===== src/rtl/fifo_umbral_pkg.sv =====
// Shared constants for the switch-queue FIFOs: default geometry, depth helper
// and the bit positions of each queue inside the FIFO_empties/FIFO_errors buses.
package fifo_umbral_pkg;

    localparam int DATA_WIDTH_DEF = 6;
    localparam int ADDR_WIDTH_DEF = 2;

    localparam int FIFO_FLAGS_W = 5;

    typedef enum int {
        FLAG_IDX_MF0 = 0,
        FLAG_IDX_MF1 = 1,
        FLAG_IDX_VC0 = 2,
        FLAG_IDX_VC1 = 3,
        FLAG_IDX_D   = 4
    } flag_idx_e;

    function automatic int fifo_depth(input int addr_width);
        return 1 << addr_width;
    endfunction

endpackage


===== src/rtl/fifo_umbral_ram_dp.sv =====
// DEPTH x DATA_WIDTH storage with one write port and one registered read port.
// Only the read register is reset; the array itself keeps its contents.
module ram_dp
    import fifo_umbral_pkg::*;
#(
    parameter int DATA_WIDTH = DATA_WIDTH_DEF,
    parameter int ADDR_WIDTH = ADDR_WIDTH_DEF
) (
    input  logic                  clk,
    input  logic                  reset,
    input  logic                  wr_en,
    input  logic [ADDR_WIDTH-1:0] wr_addr,
    input  logic [DATA_WIDTH-1:0] wr_data,
    input  logic                  rd_en,
    input  logic [ADDR_WIDTH-1:0] rd_addr,
    output logic [DATA_WIDTH-1:0] rd_data
);

    localparam int DEPTH = fifo_depth(ADDR_WIDTH);

    logic [DATA_WIDTH-1:0] mem [DEPTH];

    always_ff @(posedge clk) begin
        if (wr_en) begin
            mem[wr_addr] <= wr_data;
        end
    end

    // Read-before-write on a shared address: a pop from a full FIFO sees the old word.
    always_ff @(posedge clk or negedge reset) begin
        if (!reset) begin
            rd_data <= '0;
        end else if (rd_en) begin
            rd_data <= mem[rd_addr];
        end
    end

endmodule


===== src/rtl/fifo_umbral.sv =====
// Synchronous FIFO with almost-full/almost-empty thresholds and a sticky
// overflow/underflow error, one instance per switch queue.
module fifo_umbral
    import fifo_umbral_pkg::*;
#(
    parameter int DATA_WIDTH = DATA_WIDTH_DEF,
    parameter int ADDR_WIDTH = ADDR_WIDTH_DEF
) (
    input  logic                  clk,
    input  logic                  reset,
    input  logic                  push,
    input  logic [DATA_WIDTH-1:0] data_in,
    input  logic                  pop,
    input  logic [ADDR_WIDTH-1:0] Umbral_alto,
    input  logic [ADDR_WIDTH-1:0] Umbral_bajo,
    output logic [DATA_WIDTH-1:0] data_out,
    output logic                  valid_out,
    output logic                  empty,
    output logic                  full,
    output logic                  almost_full,
    output logic                  almost_empty,
    output logic                  error
);

    localparam int                DEPTH   = fifo_depth(ADDR_WIDTH);
    localparam logic [ADDR_WIDTH:0] COUNT_MAX = (ADDR_WIDTH+1)'(DEPTH);

    logic [ADDR_WIDTH-1:0] wr_ptr;
    logic [ADDR_WIDTH-1:0] rd_ptr;
    logic [ADDR_WIDTH:0]   count;
    logic                  push_ok;
    logic                  pop_ok;
    logic                  overflow;
    logic                  underflow;

    assign empty        = (count == '0);
    assign full         = (count == COUNT_MAX);
    assign almost_full  = (Umbral_alto != '0) && (count >= {1'b0, Umbral_alto});
    assign almost_empty = (count <= {1'b0, Umbral_bajo});

    // A full FIFO still takes a push when the same edge frees a slot.
    assign push_ok   = push && (!full || pop);
    assign pop_ok    = pop && !empty;
    assign overflow  = push && full && !pop;
    assign underflow = pop && empty;

    always_ff @(posedge clk or negedge reset) begin
        if (!reset) begin
            wr_ptr    <= '0;
            rd_ptr    <= '0;
            count     <= '0;
            valid_out <= 1'b0;
            error     <= 1'b0;
        end else begin
            if (push_ok) begin
                wr_ptr <= wr_ptr + 1'b1;
            end
            if (pop_ok) begin
                rd_ptr <= rd_ptr + 1'b1;
            end
            unique case ({push_ok, pop_ok})
                2'b10:   count <= count + 1'b1;
                2'b01:   count <= count - 1'b1;
                default: count <= count;
            endcase
            valid_out <= pop_ok;
            if (overflow || underflow) begin
                error <= 1'b1;
            end
        end
    end

    ram_dp #(
        .DATA_WIDTH (DATA_WIDTH),
        .ADDR_WIDTH (ADDR_WIDTH)
    ) u_ram (
        .clk     (clk),
        .reset   (reset),
        .wr_en   (push_ok),
        .wr_addr (wr_ptr),
        .wr_data (data_in),
        .rd_en   (pop_ok),
        .rd_addr (rd_ptr),
        .rd_data (data_out)
    );

endmodule


===== config.mk =====
export PLATFORM = sky130hd
export DESIGN_NAME = fifo_umbral
export DESIGN_NICKNAME = d
export VERILOG_FILES = /design/src/rtl/fifo_umbral_pkg.sv /design/src/rtl/fifo_umbral_ram_dp.sv /design/src/rtl/fifo_umbral.sv
export SDC_FILE = /design/constraint.sdc
export NUM_CORES = 1
export LEC_CHECK = 0
export CORE_AREA = 8 8 63 79
export DETAILED_ROUTE_END_ITERATION = 6
export DIE_AREA = 0 0 71 87
export GPL_TIMING_DRIVEN = 0
export PLACE_DENSITY = 0.8
export SLEW_MARGIN = 5
export SYNTH_ARGS = -nofsm -noshare
export SYNTH_HDL_FRONTEND = slang
export SYNTH_SLANG_ARGS = --single-unit

===== constraint.sdc =====
create_clock -name clk -period 2.35 [get_ports clk]
set_clock_uncertainty 0.1 [all_clocks]
set_input_delay 0.235 -clock clk [delete_from_list [all_inputs] [get_ports clk]]
set_output_delay 0.235 -clock clk [all_outputs]
set_load 0.05 [all_outputs]

==> key figures <==
Setup path
  • Flop-to-flop setup slack: 80 ps
  • Critical Path End Type: flip-flop
  • Worst path max stage delay: 410 ps
  • Launching point of the worst reg2reg path: count[1]$_DFFE_PN0P_
  • Slowest-stage cell, CP: dfrtp_2
  • Crit path cell chain: or3b_4 > o21a_4 > inv_1 > ha_2 > inv_1 > fa_2 > xor2_1 > nor2_1 > xor2_1
  • Critical path launch point type: flip-flop
  • Crit Path Category: reg2reg
  • R2r worst-path depth: 9
  • Worst R2R End: count[2]$_DFFE_PN0P_
  • Critical path fanouts, max: 3
  • Crit path max-delay family: simple AND/OR/NAND/NOR gates
  • Crit path buf inv count: 2
  • Critical path data arrival time: 2390 ps
  • CP Data Required Time: 2470 ps

Route
  • Vias: 986
  • Final antenna-violating net count: 0
  • Drt wl/cell: 15.7 um
  • Post-Route WL: 3100 um
  • Via density: 5.01
  • DRT iter0 DRCs: 42
  • Drt drc: 0
  • DR pass1 iterations: 4

Logic synthesis
  • Mux share of post-synthesis cell area: 9.49%
  • Combinational family with the most area after synthesis: multiplexers
  • Yosys top cell area share: 42.7%
  • Post-Synth XOR/XNOR Area: 3.11%
  • Post-Synth Adder-Cell Area: 7.86%
  • Synthesized cell area: 1690 sq um
  • Number of synthesized flops with an enable pin: 24
  • Async S/R FF share, synth: 38.5%
  • Largest cells by area after synthesis: edfxtp_1, dfrtp_1, mux4_2
  • #FFs+latches synth: 39
  • Simple-Gate Fraction of Synth Area: 7.71%
  • Synthesis Warnings: 0
  • Leading area contributor after synthesis: edfxtp_1
  • Post-synthesis cell count: 114
  • Library cells used by synthesis: 24
  • Syn Area/Cell: 14.8 sq um
  • Syn_nets: 138
  • Complex-gate fraction of the synthesized area: 3.71%
  • Synth Flop Type: edfxtp_1
  • Sequential area share after synthesis: 64.9%

Placement
  • Buffers on Ports: 25
  • Placed Cells: 181
  • Placer Congestion: 0.713
  • Placed cell areas: 1990 sq um
  • Final HPWL DP: 2340 um

GRT
  • Number of global-route vias before repair: 1116
  • All-layer global routing usage: 11.1%
  • First-pass GRT wire length: 5270 um
  • Initial antenna violation count: 0
  • Largest net degree at the start of global routing: 16
  • Grt total ovfl: 0

STA
  • Fin crit period: 2270 ps
  • Final Hold Viols: 0
  • RSZ-0062 raised after global routing: yes
  • Max-slew violations: 0
  • Max-slew headroom: 54.1%
  • # setup viols final: 0
  • Final Cycle Share: 96.5%
  • Max frequency: 441 MHz
  • Measured slew at the worst slew-check pin: 686 ps

Power
  • VDD IR-drop max: 0.000499 V
  • Clock power share: 15.8%
  • Int Pwr: 1.70 mW
  • Combinational share of power: 46.9%
  • Leak: 0.889 nW
  • Sw Share: 39.1%
  • Part of the power in registers: 37.3%
  • Switching Power: 1.09 mW
  • P per Cell Area: 1300 nW/um^2

CTS
  • Clock root cell: clkbuf_8
  • Clock transition at path regs: 70 ps
  • Total CTS buffers: 5
  • Clock Path Buffers: 2
  • CTS tree: yes
  • Max H-tree Level: 2
  • Worst skew pair latency: 290 ps
  • Clock sink count: 39

Cells and area
  • Fillers: 314
  • Layout Nets: 178
  • Diodes inserted: 0
  • Post-route cell area: 2150 sq um
  • Area growth from synthesis to layout: 27.3%
  • Post-Layout Cell Count: 197
  • Fraction of layout cells with a size suffix above 1: 23.9%

Floorplan
  • I/O pin count: 26
  • Die ar.: 6180 sq um
  • Die Span Y: 87 um
  • Initial Utilization: 44.0%
  • Die width: 71 um
  • Core box area: 3840 sq um
  • FP Rows: 26

Run status
  • Run status: complete, no violations

Hold path
  • Worst hold path type: in2async

Flow run
  • Max Cap Viol: 0
[worst reg2reg max path, delay by kind of cell (launching register included)]
family / cells / cell delay [ps]
compound gates: 1 / 230
xor+xnor: 2 / 290
fa+ha+maj: 2 / 510
buf+inv: 2 / 110
flops: 1 / 410
simple gates: 2 / 540
[placed cells by master (no fill, tap or decap), types with 2 or more instances in the layout]
cell type	instances
mux4_2	6
nor2_1	3
ha_1	8
a21oi_1	3
dfrtp_2	3
edfxtp_1	24
and2_2	4
clkbuf_8	5
dfrtp_1	12
clkdlybuf4s50_1	22
dlygate4sd2_1	2
xor2_1	2
inv_1	11
buf_4	8
nand2_1	20
xnor2_1	4
[cell families (layout without fill, tap and decap cells)]
group / after synthesis / count (layout)
flip-flops: 39 / 39
multiplexers: 8 / 8
adder cells (fa/ha/maj): 10 / 10
AND/OR/NAND/NOR: 29 / 29
AO/OA/AOI/OAI: 8 / 8
buffers and inverters: 14 / 55
XOR/XNOR: 6 / 6
[power groups by stage]
stage	sequential [mW]	clock, mW	combinational [mW]
after floorplan	1.23	0	0.670
after global placement	1.05	0	1.15
after detailed placement	1.07	0	1.21
after CTS	1.04	0.454	1.31
after global routing	1.06	0.483	1.42
final	1.04	0.441	1.31
[worst max-delay path by stage]
stage | startpoint | to | slack [ps] | cells past startpoint
5_1_grt | count[0]$_DFFE_PN0P_ | count[2]$_DFFE_PN0P_ | -10 | 9
4_1_cts | count[1]$_DFFE_PN0P_ | almost_empty | 9 | 5
6_report | count[1]$_DFFE_PN0P_ | count[2]$_DFFE_PN0P_ | 80 | 9
3_3_place_gp | Umbral_bajo[1] | almost_empty | -100 | 6
3_5_place_dp | count[1]$_DFFE_PN0P_ | count[1]$_DFFE_PN0P_ | -130 | 6
2_1_floorplan | count[1]$_DFFE_PN0P_ | count[2]$_DFFE_PN0P_ | 110 | 9
[registers in the layout (all words and copies together), names as in the netlist]
signal / flops
valid_out: 1
u_ram.rd_data: 6
error: 1
rd_ptr: 2
wr_ptr: 2
u_ram.mem: 24
count: 3
[final cells by class]
cell class              instances  area [sq um]  area share, %
flip-flops and latches         39          1100           51.2
multi-input cells              61           554           25.8
repair buffers                 33           303           14.1
clock buffers                   6          72.6           3.38
well taps                      42          52.6           2.45
inverters                      12          45.0           2.10
clock inverters                 2          12.5          0.582
plain buffers                   2          8.76          0.408
[metal layers]
layer / up-vias / GRT usage [%] / part of all wire, %
met3: 7 / 3.11 / 4.0
met2: 25 / 20.4 / 56
met5: - / 0 / 0
met4: 0 / 6.64 / 2.7
li1: 474 / - / -
met1: 480 / 10.8 / 38
[synthesized netlist by cell type, drive strengths merged, types with 2 or more instances]
| cell type | n |
|---|---|
| buf | 2 |
| edfxtp | 24 |
| xor2 | 2 |
| ha | 9 |
| nor2 | 3 |
| mux4 | 6 |
| nand2 | 20 |
| a21oi | 3 |
| inv | 12 |
| and2 | 4 |
| xnor2 | 4 |
| dfrtp | 15 |
[through the flow]
stage	TNS [ps]	utilization (%)	power (mW)	hold WS [ps]	setup WS [ps]
6_report	0	56.0	2.79	252	81.1
5_1_grt	-11.8	56.0	2.97	307	-11.8
4_1_cts	0	55.5	2.80	272	9.05
3_5_place_dp	-417	51.9	2.28	364	-133
3_3_place_gp	-163	51.9	2.20	360	-105
2_1_floorplan	0	-	1.90	-161	114
[what timing repair did]
item                                    4_1_cts  5_1_grt
gates resized for setup                       7        5
hold buffers                                  0        0
pin swaps                                     0        4
endpoints found under the hold margin         0        0
endpoints found under the setup margin        5        3
setup buffers                                 6        2
(Power assumes the default switching activity.)
